--- src/rtl/alu_wb_buffer_if.sv ---
// Handshake and flag bus between the ALU, the writeback buffer and its consumers.
// The buffer attaches through the slave modport; the driving side uses master.
interface alu_wb_buffer_if #(
  parameter int unsigned RW = 3
);
  logic          in_valid;
  logic          in_ready;
  logic [15:0]   in_res;
  logic [3:0]    in_szcv;
  logic [3:0]    in_op;
  logic [RW-1:0] in_rd;
  logic          in_we;
  logic          in_fe;
  logic          flush;
  logic          out_valid;
  logic          out_ready;
  logic [15:0]   out_res;
  logic [RW-1:0] out_rd;
  logic          out_we;
  logic [3:0]    flags;
  logic [2:0]    br_cond;
  logic          br_taken;

  modport master (
    output in_valid, in_res, in_szcv, in_op, in_rd, in_we, in_fe, flush,
           out_ready, br_cond,
    input  in_ready, out_valid, out_res, out_rd, out_we, flags, br_taken
  );

  modport slave (
    input  in_valid, in_res, in_szcv, in_op, in_rd, in_we, in_fe, flush,
           out_ready, br_cond,
    output in_ready, out_valid, out_res, out_rd, out_we, flags, br_taken
  );
endinterface

--- src/rtl/alu_wb_buffer.sv ---
// Two-entry in-order ALU result buffer feeding register writeback, plus the
// architectural S/Z/C/V flag register and branch-condition evaluation.
module alu_wb_buffer #(
  parameter int unsigned DEPTH = 2,
  parameter int unsigned RW    = 3
) (
  input logic             clk,
  input logic             rst_n,
  alu_wb_buffer_if.slave  bus
);
  localparam int unsigned CNT_W = $clog2(DEPTH + 1);
  localparam int unsigned DW    = 16;

  logic             r_head;
  logic             r_tail;
  logic [CNT_W-1:0] r_count;
  logic [DW-1:0]    r_res [DEPTH];
  logic [RW-1:0]    r_rd  [DEPTH];
  logic             r_we  [DEPTH];
  logic [3:0]       r_flags;

  logic w_push;
  logic w_pop;
  logic w_in_ready;
  logic w_out_valid;
  logic w_v_ok;
  logic w_s;
  logic w_z;
  logic w_v;
  logic w_br_taken;

  assign w_in_ready  = (r_count < CNT_W'(DEPTH));
  assign w_out_valid = (r_count != CNT_W'(0));
  assign w_push      = bus.in_valid && w_in_ready && !bus.flush;
  assign w_pop       = w_out_valid && bus.out_ready && !bus.flush;

  // Only ADD/SUB/CMP produce a defined overflow bit; elsewhere V is forced to 0
  assign w_v_ok = (bus.in_op == 4'b0000) || (bus.in_op == 4'b0001) ||
                  (bus.in_op == 4'b0101);

  always_ff @(posedge clk or negedge rst_n) begin
    if (!rst_n) begin
      r_head  <= 1'b0;
      r_tail  <= 1'b0;
      r_count <= '0;
      r_flags <= 4'b0000;
      for (int i = 0; i < DEPTH; i++) begin
        r_res[i] <= '0;
        r_rd[i]  <= '0;
        r_we[i]  <= 1'b0;
      end
    end else if (bus.flush) begin
      r_head  <= 1'b0;
      r_tail  <= 1'b0;
      r_count <= '0;
    end else begin
      if (w_push) begin
        r_res[r_tail] <= bus.in_res;
        r_rd[r_tail]  <= bus.in_rd;
        r_we[r_tail]  <= bus.in_we;
        r_tail        <= ~r_tail;
        if (bus.in_fe) begin
          r_flags <= {bus.in_szcv[3:1], bus.in_szcv[0] & w_v_ok};
        end
      end
      if (w_pop) begin
        r_head <= ~r_head;
      end
      if (w_push && !w_pop) begin
        r_count <= r_count + CNT_W'(1);
      end else if (w_pop && !w_push) begin
        r_count <= r_count - CNT_W'(1);
      end
    end
  end

  // Branch resolution straight from the architectural flags (no bypass)
  assign w_s = r_flags[3];
  assign w_z = r_flags[2];
  assign w_v = r_flags[0];

  always_comb begin
    w_br_taken = 1'b0;
    case (bus.br_cond)
      3'b000:  w_br_taken = w_z;
      3'b001:  w_br_taken = w_s ^ w_v;
      3'b010:  w_br_taken = w_z | (w_s ^ w_v);
      3'b011:  w_br_taken = ~w_z;
      3'b111:  w_br_taken = 1'b1;
      default: w_br_taken = 1'b0;
    endcase
  end

  assign bus.in_ready  = w_in_ready;
  assign bus.out_valid = w_out_valid;
  assign bus.out_res   = r_res[r_head];
  assign bus.out_rd    = r_rd[r_head];
  assign bus.out_we    = r_we[r_head];
  assign bus.flags     = r_flags;
  assign bus.br_taken  = w_br_taken;
endmodule

--- src/flat_wrapper.sv ---
// flat-port wrapper written by rule: the top's interface ports become plain ports
module alu_wb_buffer_flat 
#(
  parameter int unsigned DEPTH = 2,
  parameter int unsigned RW    = 3
)
  (clk, rst_n, bus_in_valid, bus_in_res, bus_in_szcv, bus_in_op, bus_in_rd, bus_in_we, bus_in_fe, bus_flush, bus_out_ready, bus_br_cond, bus_in_ready, bus_out_valid, bus_out_res, bus_out_rd, bus_out_we, bus_flags, bus_br_taken);
  alu_wb_buffer_if #(.RW(RW)) bus_i ();
  input logic clk;
  input logic rst_n;
  input wire logic [$bits(bus_i.in_valid)-1:0] bus_in_valid;
  input wire logic [$bits(bus_i.in_res)-1:0] bus_in_res;
  input wire logic [$bits(bus_i.in_szcv)-1:0] bus_in_szcv;
  input wire logic [$bits(bus_i.in_op)-1:0] bus_in_op;
  input wire logic [$bits(bus_i.in_rd)-1:0] bus_in_rd;
  input wire logic [$bits(bus_i.in_we)-1:0] bus_in_we;
  input wire logic [$bits(bus_i.in_fe)-1:0] bus_in_fe;
  input wire logic [$bits(bus_i.flush)-1:0] bus_flush;
  input wire logic [$bits(bus_i.out_ready)-1:0] bus_out_ready;
  input wire logic [$bits(bus_i.br_cond)-1:0] bus_br_cond;
  output wire logic [$bits(bus_i.in_ready)-1:0] bus_in_ready;
  output wire logic [$bits(bus_i.out_valid)-1:0] bus_out_valid;
  output wire logic [$bits(bus_i.out_res)-1:0] bus_out_res;
  output wire logic [$bits(bus_i.out_rd)-1:0] bus_out_rd;
  output wire logic [$bits(bus_i.out_we)-1:0] bus_out_we;
  output wire logic [$bits(bus_i.flags)-1:0] bus_flags;
  output wire logic [$bits(bus_i.br_taken)-1:0] bus_br_taken;
  assign bus_i.in_valid = bus_in_valid;
  assign bus_i.in_res = bus_in_res;
  assign bus_i.in_szcv = bus_in_szcv;
  assign bus_i.in_op = bus_in_op;
  assign bus_i.in_rd = bus_in_rd;
  assign bus_i.in_we = bus_in_we;
  assign bus_i.in_fe = bus_in_fe;
  assign bus_i.flush = bus_flush;
  assign bus_i.out_ready = bus_out_ready;
  assign bus_i.br_cond = bus_br_cond;
  assign bus_in_ready = bus_i.in_ready;
  assign bus_out_valid = bus_i.out_valid;
  assign bus_out_res = bus_i.out_res;
  assign bus_out_rd = bus_i.out_rd;
  assign bus_out_we = bus_i.out_we;
  assign bus_flags = bus_i.flags;
  assign bus_br_taken = bus_i.br_taken;
  alu_wb_buffer #(.DEPTH(DEPTH), .RW(RW)) u_core (.clk(clk), .rst_n(rst_n), .bus(bus_i));
endmodule
--- config.mk ---
export PLATFORM = sky130hd
export DESIGN_NAME = alu_wb_buffer_flat
export DESIGN_NICKNAME = d
export VERILOG_FILES = /design/src/rtl/alu_wb_buffer_if.sv /design/src/rtl/alu_wb_buffer.sv /design/src/flat_wrapper.sv
export SDC_FILE = /design/constraint.sdc
export NUM_CORES = 1
export LEC_CHECK = 0
export CAP_MARGIN = 15
export CORE_AREA = 4 4 75 77
export DETAILED_ROUTE_END_ITERATION = 12
export DIE_AREA = 0 0 79 81
export GPL_ROUTABILITY_DRIVEN = 0
export GPL_TIMING_DRIVEN = 0
export PLACE_DENSITY_LB_ADDON = 0.05
export RECOVER_POWER = 25
export REMOVE_ABC_BUFFERS = 1
export SYNTH_ARGS = -nofsm -noshare
export SYNTH_HDL_FRONTEND = slang
export SYNTH_SLANG_ARGS = --single-unit
--- constraint.sdc ---
create_clock -name clk -period 1.9 [get_ports clk]
set_input_delay 0.57 -clock clk [delete_from_list [all_inputs] [get_ports clk]]
set_output_delay 0.57 -clock clk [all_outputs]
set_load 0.1 [all_outputs]
==> metrics.yaml <==
crit_path_cell_trace: "clkdlybuf4s15_1, or2_4, o221ai_2, buf_8"
critical_path.top_delay_family: "buffers and inverters"
p_per_area_mw_per_mm2: 1300
post-route-util_pct: 64.7
slew_violations: 0
clock_skew_ns: 0.00725
drc: 0
antenna_found_initial: 0
cts-root-buf: "clkbuf_8"
synth_area_sq_mm: 0.00227
num_vias: 1434
finalCritPeriodShare_pct: 109
fp.coreArea_sq_mm: 0.00501
clk_latency_ns: 0.29
clock_sinks: 48
worst_setup_path_start_kind: "input pin"
wl_mm: 5.12
critPathMaxFanout: 3
via_per_inst: 4.94
initialDrtViolationCount: 41
portBuffers: 63
rrSetupSlack_ns: 0.32
p_clk_share_pct: 15.1
fmax_mhz: 485
antenna_cells: 0
setup_tns_ns: -2.68
min_period_ns: 2.06
netlist.area_leader.share_pct: 52.9
rr_worst_depth: 3
r2r-end: "u_core.r_res[28]"
areaGrowthSynthToFinish_pct: 42.9
final-setup-viol-count: 21
num-nets-final: 257
cp.depth: 4
grt_pass1_vias: 1555
grt_util_all_layers_pct: 16.0
synthCells: 148
num_rows: 26
synth_top_area_cell: "dfrtp_1"
ys.flop_type: "dfrtp_1"
drtPass1Iterations: 4
die_w_um: 79
path_buf_inv: 2
ys_seq_elements: 48
switching_share_pct: 42.4
cap_viol_max_count: 0
initial_utilization_pct: 45.3
die_area_sq_mm: 0.00640
tritoncts: "built"
h-tree-depth: 2
place_inst: 276
status: "finished, violations left"
clk_pin_slew_ns: 0.09
setup_slack_ns: -0.162
synth_edf_count: 0
nFillCells: 396
grt_max_degree: 35
fp.dieH_um: 81
final_antenna_net_count: 0
vdd.ir_drop.worst_mv: 0.698
relSlewSlack_pct: 46.5
pin_count: 64
yosys_warnings: 0
crit_type: "in -> out"
yosysSeqAreaShare_pct: 52.9
rr_startpoint: "u_core.r_count[1]"
critical_path.slowest_cell: "or2_4"
critical_path_arrival_ns: 1.49
end_kind: "output port"
hp-class: "in -> async"
clk_path_buf_depth: 2
seq_power_share_pct: 34.0
drive_gt1_share_pct: 52.3
avgSynthCellArea_sq_um: 15.3
violations: "setup timing"
grt_pass1_wl_mm: 7.87
ys_types: 28
grt_overflow: 0
startpoint: "bus_br_cond[2]"
hpwl_mm: 3.16
cts_buffers: 5
wl_per_cell_um: 17.6
rsz0062_at_grt: "true"
final_cells: 290
worst-endpoint-required_ns: 1.33
p_leak_nw: 1.41
place_ws_ns: -1.30
async_flop_share_pct: 100
internal_power_mw: 2.43
synth_area_leaders: "dfrtp_1, mux2_2, mux2_4, buf_12, xor2_1"
max_stage_delay_ns: 0.25
tightest_slew_ns: 0.802
p_switching_mw: 1.79
p_comb_share_pct: 50.9
finalHoldViolCount: 0
==> power by group through the flow <==
stage / registers (mW) / clock network [mW] / logic (mW)
final: 1.43 / 0.638 / 2.14
after global routing: 1.47 / 0.693 / 2.22
after CTS: 1.42 / 0.653 / 2.06
after detailed placement: 1.45 / 0 / 1.91
after global placement: 1.43 / 0 / 1.89
after floorplan: 1.51 / 0 / 1.43
==> through the flow <==
step           hold slack, ns  power (mW)  cell area (sq um)
2_1_floorplan           0.274        2.94               2200
3_3_place_gp            0.462        3.32               2920
3_5_place_dp            0.481        3.36               2930
4_1_cts                 0.175        4.13               3160
5_1_grt                 0.396        4.38               3240
6_report                0.330        4.21               3240
==> worst max-delay path by stage <==
stage / end / slack, ns
after global routing: bus_br_taken / -0.19
after detailed placement: bus_br_taken / -1.30
after global placement: bus_br_taken / -1.30
after floorplan: bus_br_taken / -1.49
after CTS: bus_br_taken / -0.14
final: bus_br_taken / -0.16
==> area by class of cell <==
cell class                 instances  area, sq um  share of cell area (%)
clock buffer                       7         96.3                    2.97
inverter                           3         11.3                   0.347
timing repair buffer              69          797                    24.6
tap                               70         87.6                    2.70
multi-input combinational         93         1040                    32.2
sequential                        48         1210                    37.2
==> flip-flops by register name, indices dropped and copies added (netlist names) <==
| name | cells |
|---|---|
| u_core.bus.flags | 4 |
| u_core.r_head | 1 |
| u_core.r_tail | 1 |
| u_core.r_we | 2 |
| u_core.r_count | 2 |
| u_core.r_rd | 6 |
| u_core.r_res | 32 |
==> worst register-to-register path, delay by kind of cell (launching register included) <==
family | cells | cell delay, ns
DFF | 1 | 0.46
and+or+nand+nor | 2 | 0.68
muxes | 1 | 0.33
==> cells in the mapped netlist (2+ instances only) <==
master,n
dfrtp_1,48
mux2_2,43
mux2_4,20
inv_1,3
nor2_1,3
xor2_1,3
a21oi_1,2
buf_12,2
buf_2,2
buf_6,2
o21ai_0,2
or2_2,2
==> cell families after synthesis <==
logic type / count (synthesis) / share of synthesized area (%)
mux: 64 / 35.1
flops: 48 / 52.9
simple gates: 16 / 4.80
compound gates: 7 / 1.98
xor+xnor: 4 / 1.54
buf+inv: 9 / 3.69
==> cell usage in the layout, fill, tap and decap left out, drive strengths merged, types with 2 or more instances in the layout <==
| cell | instances |
|---|---|
| or2 | 2 |
| clkdlybuf4s50 | 30 |
| and2 | 2 |
| buf | 28 |
| mux2 | 64 |
| nor2 | 3 |
| o21ai | 2 |
| xor2 | 3 |
| a21oi | 2 |
| dfrtp | 48 |
| dlygate4sd2 | 3 |
| and2b | 3 |
| clkbuf | 9 |
| nor3b | 2 |
| clkdlybuf4s15 | 5 |
| inv | 3 |
==> per-layer routing <==
layer  global-route usage (%)  vias up  wire length (um)
met5                        0        -                 0
met3                     3.10        4               190
li1                         -      668                 -
met4                     4.47        0                30
met2                     29.0       37              2720
met1                     19.5      725              2180
==> timing repair <==
item	in CTS	in global routing
hold buffers	0	0
endpoints found under the setup margin	67	22
cloned	2	1
setup buffers	3	1
resized for setup	196	18
pin swaps	4	1
Power figures use the tool's default switching activity.
